File: config.mk
export PLATFORM = sky130hd
export DESIGN_NAME = lock_attempt_ctrl_flat
export DESIGN_NICKNAME = d
export VERILOG_FILES = /design/src/rtl/lock_attempt_ctrl_if.sv /design/src/rtl/lock_attempt_ctrl.sv /design/src/flat_wrapper.sv
export SDC_FILE = /design/constraint.sdc
export NUM_CORES = 1
export LEC_CHECK = 0
export CAP_MARGIN = 20
export CORE_MARGIN = 4
export CORE_UTILIZATION = 45
export DETAILED_ROUTE_END_ITERATION = 10
export DONT_BUFFER_PORTS = 1
export GPL_ROUTABILITY_DRIVEN = 0
export PLACE_DENSITY = 0.61
export SETUP_SLACK_MARGIN = 0.3
export SYNTH_ARGS = -nofsm -noshare
export SYNTH_HDL_FRONTEND = slang
export SYNTH_SLANG_ARGS = --single-unit
File: constraint.sdc
create_clock -name clk -period 4.1 [get_ports clk]
set_input_delay 1.23 -clock clk [delete_from_list [all_inputs] [get_ports clk]]
set_output_delay 1.23 -clock clk [all_outputs]
set_load 0.02 [all_outputs]
File: src/rtl/lock_attempt_ctrl_if.sv
// rtl/lock_attempt_ctrl_if.sv - code entry, relock and countdown handshake bundle for the lock supervisor
interface lock_attempt_ctrl_if #(
    parameter int CODE_W = 16
);
    logic              code_valid;
    logic [CODE_W-1:0] code_in;
    logic              relock;
    logic              rst_all;
    logic              cd_start;
    logic              unlocked;
    logic              locked_out;
    logic              err_pulse;
    logic [1:0]        fail_cnt;
    logic              timeout;

    modport master (
        output code_valid, code_in, relock, rst_all,
        input  cd_start, unlocked, locked_out, err_pulse, fail_cnt, timeout
    );

    modport slave (
        input  code_valid, code_in, relock, rst_all,
        output cd_start, unlocked, locked_out, err_pulse, fail_cnt, timeout
    );
endinterface

File: src/rtl/lock_attempt_ctrl.sv
// rtl/lock_attempt_ctrl.sv - passcode check, consecutive-failure count and lockout/countdown initiator
module lock_attempt_ctrl #(
    parameter int                CODE_W   = 16,
    parameter logic [CODE_W-1:0] PASSCODE = 16'h1234,
    parameter int                MAX_FAIL = 3,
    parameter int                WAIT_MAX = 64
) (
    input  logic                  clk,
    input  logic                  rst,
    lock_attempt_ctrl_if.slave    bus
);
    localparam int          WCNT_W    = $clog2(WAIT_MAX);
    localparam logic [1:0]  MAX_F     = 2'(MAX_FAIL);
    localparam logic [WCNT_W-1:0] WAIT_LAST = WCNT_W'(WAIT_MAX - 1);

    typedef enum logic [1:0] {
        LOCKED   = 2'd0,
        OPEN     = 2'd1,
        LK_START = 2'd2,
        LK_WAIT  = 2'd3
    } state_t;

    state_t            state, state_n;
    logic [1:0]        fail_q, fail_n;
    logic [WCNT_W-1:0] wcnt, wcnt_n;
    logic              timeout_q, timeout_n;
    logic              err_n;
    logic              err_q, cd_start_q, unlocked_q, locked_out_q;

    // Next-state logic: code evaluation in LOCKED, relock in OPEN, rst_all wait with timeout in LK_WAIT.
    always_comb begin
        state_n   = state;
        fail_n    = fail_q;
        wcnt_n    = wcnt;
        timeout_n = timeout_q;
        err_n     = 1'b0;
        case (state)
            LOCKED: begin
                if (bus.code_valid) begin
                    if (bus.code_in == PASSCODE) begin
                        state_n = OPEN;
                        fail_n  = 2'd0;
                    end else begin
                        err_n = 1'b1;
                        if (fail_q < MAX_F) begin
                            fail_n = fail_q + 2'd1;
                        end
                        if (fail_n == MAX_F) begin
                            state_n = LK_START;
                        end
                    end
                end
            end
            OPEN: begin
                if (bus.relock) begin
                    state_n = LOCKED;
                end
            end
            LK_START: begin
                state_n = LK_WAIT;
                wcnt_n  = '0;
            end
            LK_WAIT: begin
                if (bus.rst_all) begin
                    state_n = LOCKED;
                    fail_n  = 2'd0;
                    wcnt_n  = '0;
                end else if (wcnt == WAIT_LAST) begin
                    state_n   = LK_START;
                    timeout_n = 1'b1;
                    wcnt_n    = '0;
                end else begin
                    wcnt_n = wcnt + 1'b1;
                end
            end
            default: state_n = LOCKED;
        endcase
    end

    // State and registered outputs; outputs derive from the next state so they line up with it.
    always_ff @(posedge clk or posedge rst) begin
        if (rst) begin
            state        <= LOCKED;
            fail_q       <= 2'd0;
            wcnt         <= '0;
            timeout_q    <= 1'b0;
            err_q        <= 1'b0;
            cd_start_q   <= 1'b0;
            unlocked_q   <= 1'b0;
            locked_out_q <= 1'b0;
        end else begin
            state        <= state_n;
            fail_q       <= fail_n;
            wcnt         <= wcnt_n;
            timeout_q    <= timeout_n;
            err_q        <= err_n;
            cd_start_q   <= (state_n == LK_START);
            unlocked_q   <= (state_n == OPEN);
            locked_out_q <= (state_n == LK_START) || (state_n == LK_WAIT);
        end
    end

    assign bus.cd_start   = cd_start_q;
    assign bus.unlocked   = unlocked_q;
    assign bus.locked_out = locked_out_q;
    assign bus.err_pulse  = err_q;
    assign bus.fail_cnt   = fail_q;
    assign bus.timeout    = timeout_q;
endmodule

File: src/flat_wrapper.sv
// flat-port wrapper written by rule: the top's interface ports become plain ports
module lock_attempt_ctrl_flat 
#(
    parameter int                CODE_W   = 16,
    parameter logic [CODE_W-1:0] PASSCODE = 16'h1234,
    parameter int                MAX_FAIL = 3,
    parameter int                WAIT_MAX = 64
)
  (clk, rst, bus_code_valid, bus_code_in, bus_relock, bus_rst_all, bus_cd_start, bus_unlocked, bus_locked_out, bus_err_pulse, bus_fail_cnt, bus_timeout);
  lock_attempt_ctrl_if #(.CODE_W(CODE_W)) bus_i ();
  input  logic clk;
  input  logic rst;
  input wire logic [$bits(bus_i.code_valid)-1:0] bus_code_valid;
  input wire logic [$bits(bus_i.code_in)-1:0] bus_code_in;
  input wire logic [$bits(bus_i.relock)-1:0] bus_relock;
  input wire logic [$bits(bus_i.rst_all)-1:0] bus_rst_all;
  output wire logic [$bits(bus_i.cd_start)-1:0] bus_cd_start;
  output wire logic [$bits(bus_i.unlocked)-1:0] bus_unlocked;
  output wire logic [$bits(bus_i.locked_out)-1:0] bus_locked_out;
  output wire logic [$bits(bus_i.err_pulse)-1:0] bus_err_pulse;
  output wire logic [$bits(bus_i.fail_cnt)-1:0] bus_fail_cnt;
  output wire logic [$bits(bus_i.timeout)-1:0] bus_timeout;
  assign bus_i.code_valid = bus_code_valid;
  assign bus_i.code_in = bus_code_in;
  assign bus_i.relock = bus_relock;
  assign bus_i.rst_all = bus_rst_all;
  assign bus_cd_start = bus_i.cd_start;
  assign bus_unlocked = bus_i.unlocked;
  assign bus_locked_out = bus_i.locked_out;
  assign bus_err_pulse = bus_i.err_pulse;
  assign bus_fail_cnt = bus_i.fail_cnt;
  assign bus_timeout = bus_i.timeout;
  lock_attempt_ctrl #(.CODE_W(CODE_W), .PASSCODE(PASSCODE), .MAX_FAIL(MAX_FAIL), .WAIT_MAX(WAIT_MAX)) u_core (.clk(clk), .rst(rst), .bus(bus_i));
endmodule
==> flow_summary.toml <==
[cells_and_area]
fin_area_um2 = 798
areaGrowthSynthToFinish_pct = 3.40
drive_gt1_frac = 0.0933
nets = 98
fin_cells = 91
final_util = 0.512
diodes = 0

[clocking]
ctsHtreeMaxLevel = 1
numCtsBuffers = 3
cts_root_buf = "clkbuf_4"
ctsResizeCount = 0
ctsHoldBuffers = 0
cts_tree = "built"
cts.sinks = 15
clk_path_buf_depth = 2
path_clk_slew_ps = 90
post_cts_buffers = 0
clk_latency_ps = 280

[drt]
drt_drc_violations_left = 0
wl_per_cell_um = 16.2
first_pass_iters = 4
postRouteAntennaNets = 0
drtIter0Drc = 9
vias = 580
avgViaCountPerCell = 6.37
wl_um = 1470

[power]
power_uw = 481
powerDensity_nw_per_um2 = 602
cellLeakagePower_nw = 0.381
irDropWorstVdd_mv = 0.472

[timing]
fin_crit_sh = 0.497
fin_worst_skew_ps = 1.43
setup-violations-final = 0
finalMaxSlewViolations = 0
hold_viol = 0
worst_pin_slew_ps = 584
timing.final.ws_setup_ps = 2060
fmax_mhz = 491
rsz0062_at_grt = "false"
maxSlewHeadroom = 0.610
holdWs_ps = 513
setup_tns_ps = 0
min_period_ps = 2040

[global_routing]
met2_usage = 0.176
grt.total_usage = 0.126
use_met1 = 0.181
grt_max_degree = 18
grt.busiest_layer = "met1"
grt_pass1_vias = 508
grt_pass1_wl_um = 2370
use_met3 = 0.0336
antenna_found_initial = 0
grt_overflow = 0

[synthesis]
ys_ff_latch = 15
async_flop_share = 1.00
netlist_instances = 74
synth-edff-count = 0
netlist_area_um2 = 772
yosysSeqAreaShare = 0.486
avgSynthCellArea_um2 = 10.4
yosysUniqueCellTypes = 38
synth_fp_nets = 96
yosys_warnings = 0
synth_top_area_cell = "dfrtp_1"
synthTopCellsByArea = "dfrtp_1, o21ai_0, nor4b_1"
synthFlopType = "dfrtp_1"
synth_top_area_frac = 0.486

[critical_path]
arrival_ps = 810
critPathKind = "flop to primary output"
critPathMaxFanout = 5
start_kind = "flop"
critPathRequiredTime_ps = 2870
endpoint_kind = "primary output"

[die]
num_rows = 14
dieArea_um2 = 2440
die_h_um = 49.4
io_pins = 28
die_w_um = 49.4
start_util = 0.495
coreArea_um2 = 1560

[placed_design]
port_buffers = 0
dpl_cell_area_um2 = 772
post-dp-hpwl_um = 1070
dp_cells = 87
preCtsSetupSlack_ps = 1890

[flow_run]
drv_cap = 0

[status]
status = "complete, no violations"

[min_path]
hp-class = "flop to flop"
==> synth_stat cells (all sizes together) (2+ instances only) <==
cell type and number:
dfrtp 15, o21ai 7, inv 5, nand2 5
nand3 3, nor4b 3, a21o 2, a21oi 2
buf 2, nor2b 2, nor3 2, o22ai 2
==> flip-flops by register name (all words and copies together), names as in the netlist <==
register / count
u_core.bus.timeout: 1
u_core.bus.locked_out: 1
u_core.bus.err_pulse: 1
u_core.wcnt: 6
u_core.bus.fail_cnt: 2
u_core.bus.cd_start: 1
u_core.state: 2
u_core.bus.unlocked: 1
==> path summary, 6_finish.rpt <==
| check | startpoint | to | slack [ps] | cells past startpoint |
|---|---|---|---|---|
| max | u_core.bus.fail_cnt[1]$_DFFE_PP0P_ | bus_fail_cnt[1] | 2060 | 0 |
| min | u_core.wcnt[0]$_DFFE_PP0P_ | u_core.wcnt[0]$_DFFE_PP0P_ | 510 | 1 |
| max reg2reg | u_core.state[1]$_DFF_PP0_ | u_core.wcnt[5]$_DFFE_PP0P_ | 2570 | 3 |
| min reg2reg | u_core.wcnt[0]$_DFFE_PP0P_ | u_core.wcnt[0]$_DFFE_PP0P_ | 510 | 1 |
| max in group asynchronous | rst | u_core.bus.cd_start$_DFF_PP0_ | 2830 | 1 |
| min in group asynchronous | rst | u_core.bus.timeout$_DFFE_PP0P_ | 890 | 1 |
==> power breakdown <==
part	internal, mW	leakage (nW)	switching, mW
logic	0.0605	0.168	0.0592
clock network	0.0377	0.0150	0.0482
registers	0.188	0.197	0.0873
==> kinds of logic after synthesis <==
group,count (synthesis),share of synthesized area
compound gates,22,0.201
xor+xnor,1,0.0113
simple gates,26,0.222
mux,1,0.0130
buf+inv,8,0.0502
fa+ha+maj,1,0.0162
flops,15,0.486
==> routing by layer <==
layer / vias to the layer above / wire length, µm
li1: 280 / -
met1: 277 / 720
met2: 21 / 638
met3: 2 / 102
met4: 0 / 11
met5: - / 0
==> layout by cell type (no fill, tap or decap), drive strengths merged, types with 2 or more instances in the layout <==
cell    instances
nor4b           3
inv             5
clkbuf          4
nand2           5
nand3           3
o21ai           7
dfrtp          15
a21oi           2
nor2b           2
nor3            2
a21o            2
o22ai           2
==> cell type report <==
class / count / area [µm²]
Multi-Input combinational cell: 51 / 358
Inverter: 5 / 18.8
Clock buffer: 4 / 26.3
Tap cell: 16 / 20.0
Sequential cell: 15 / 375
Fill cell: 142 / 761
No activity file was read; power rests on OpenSTA's default activity.
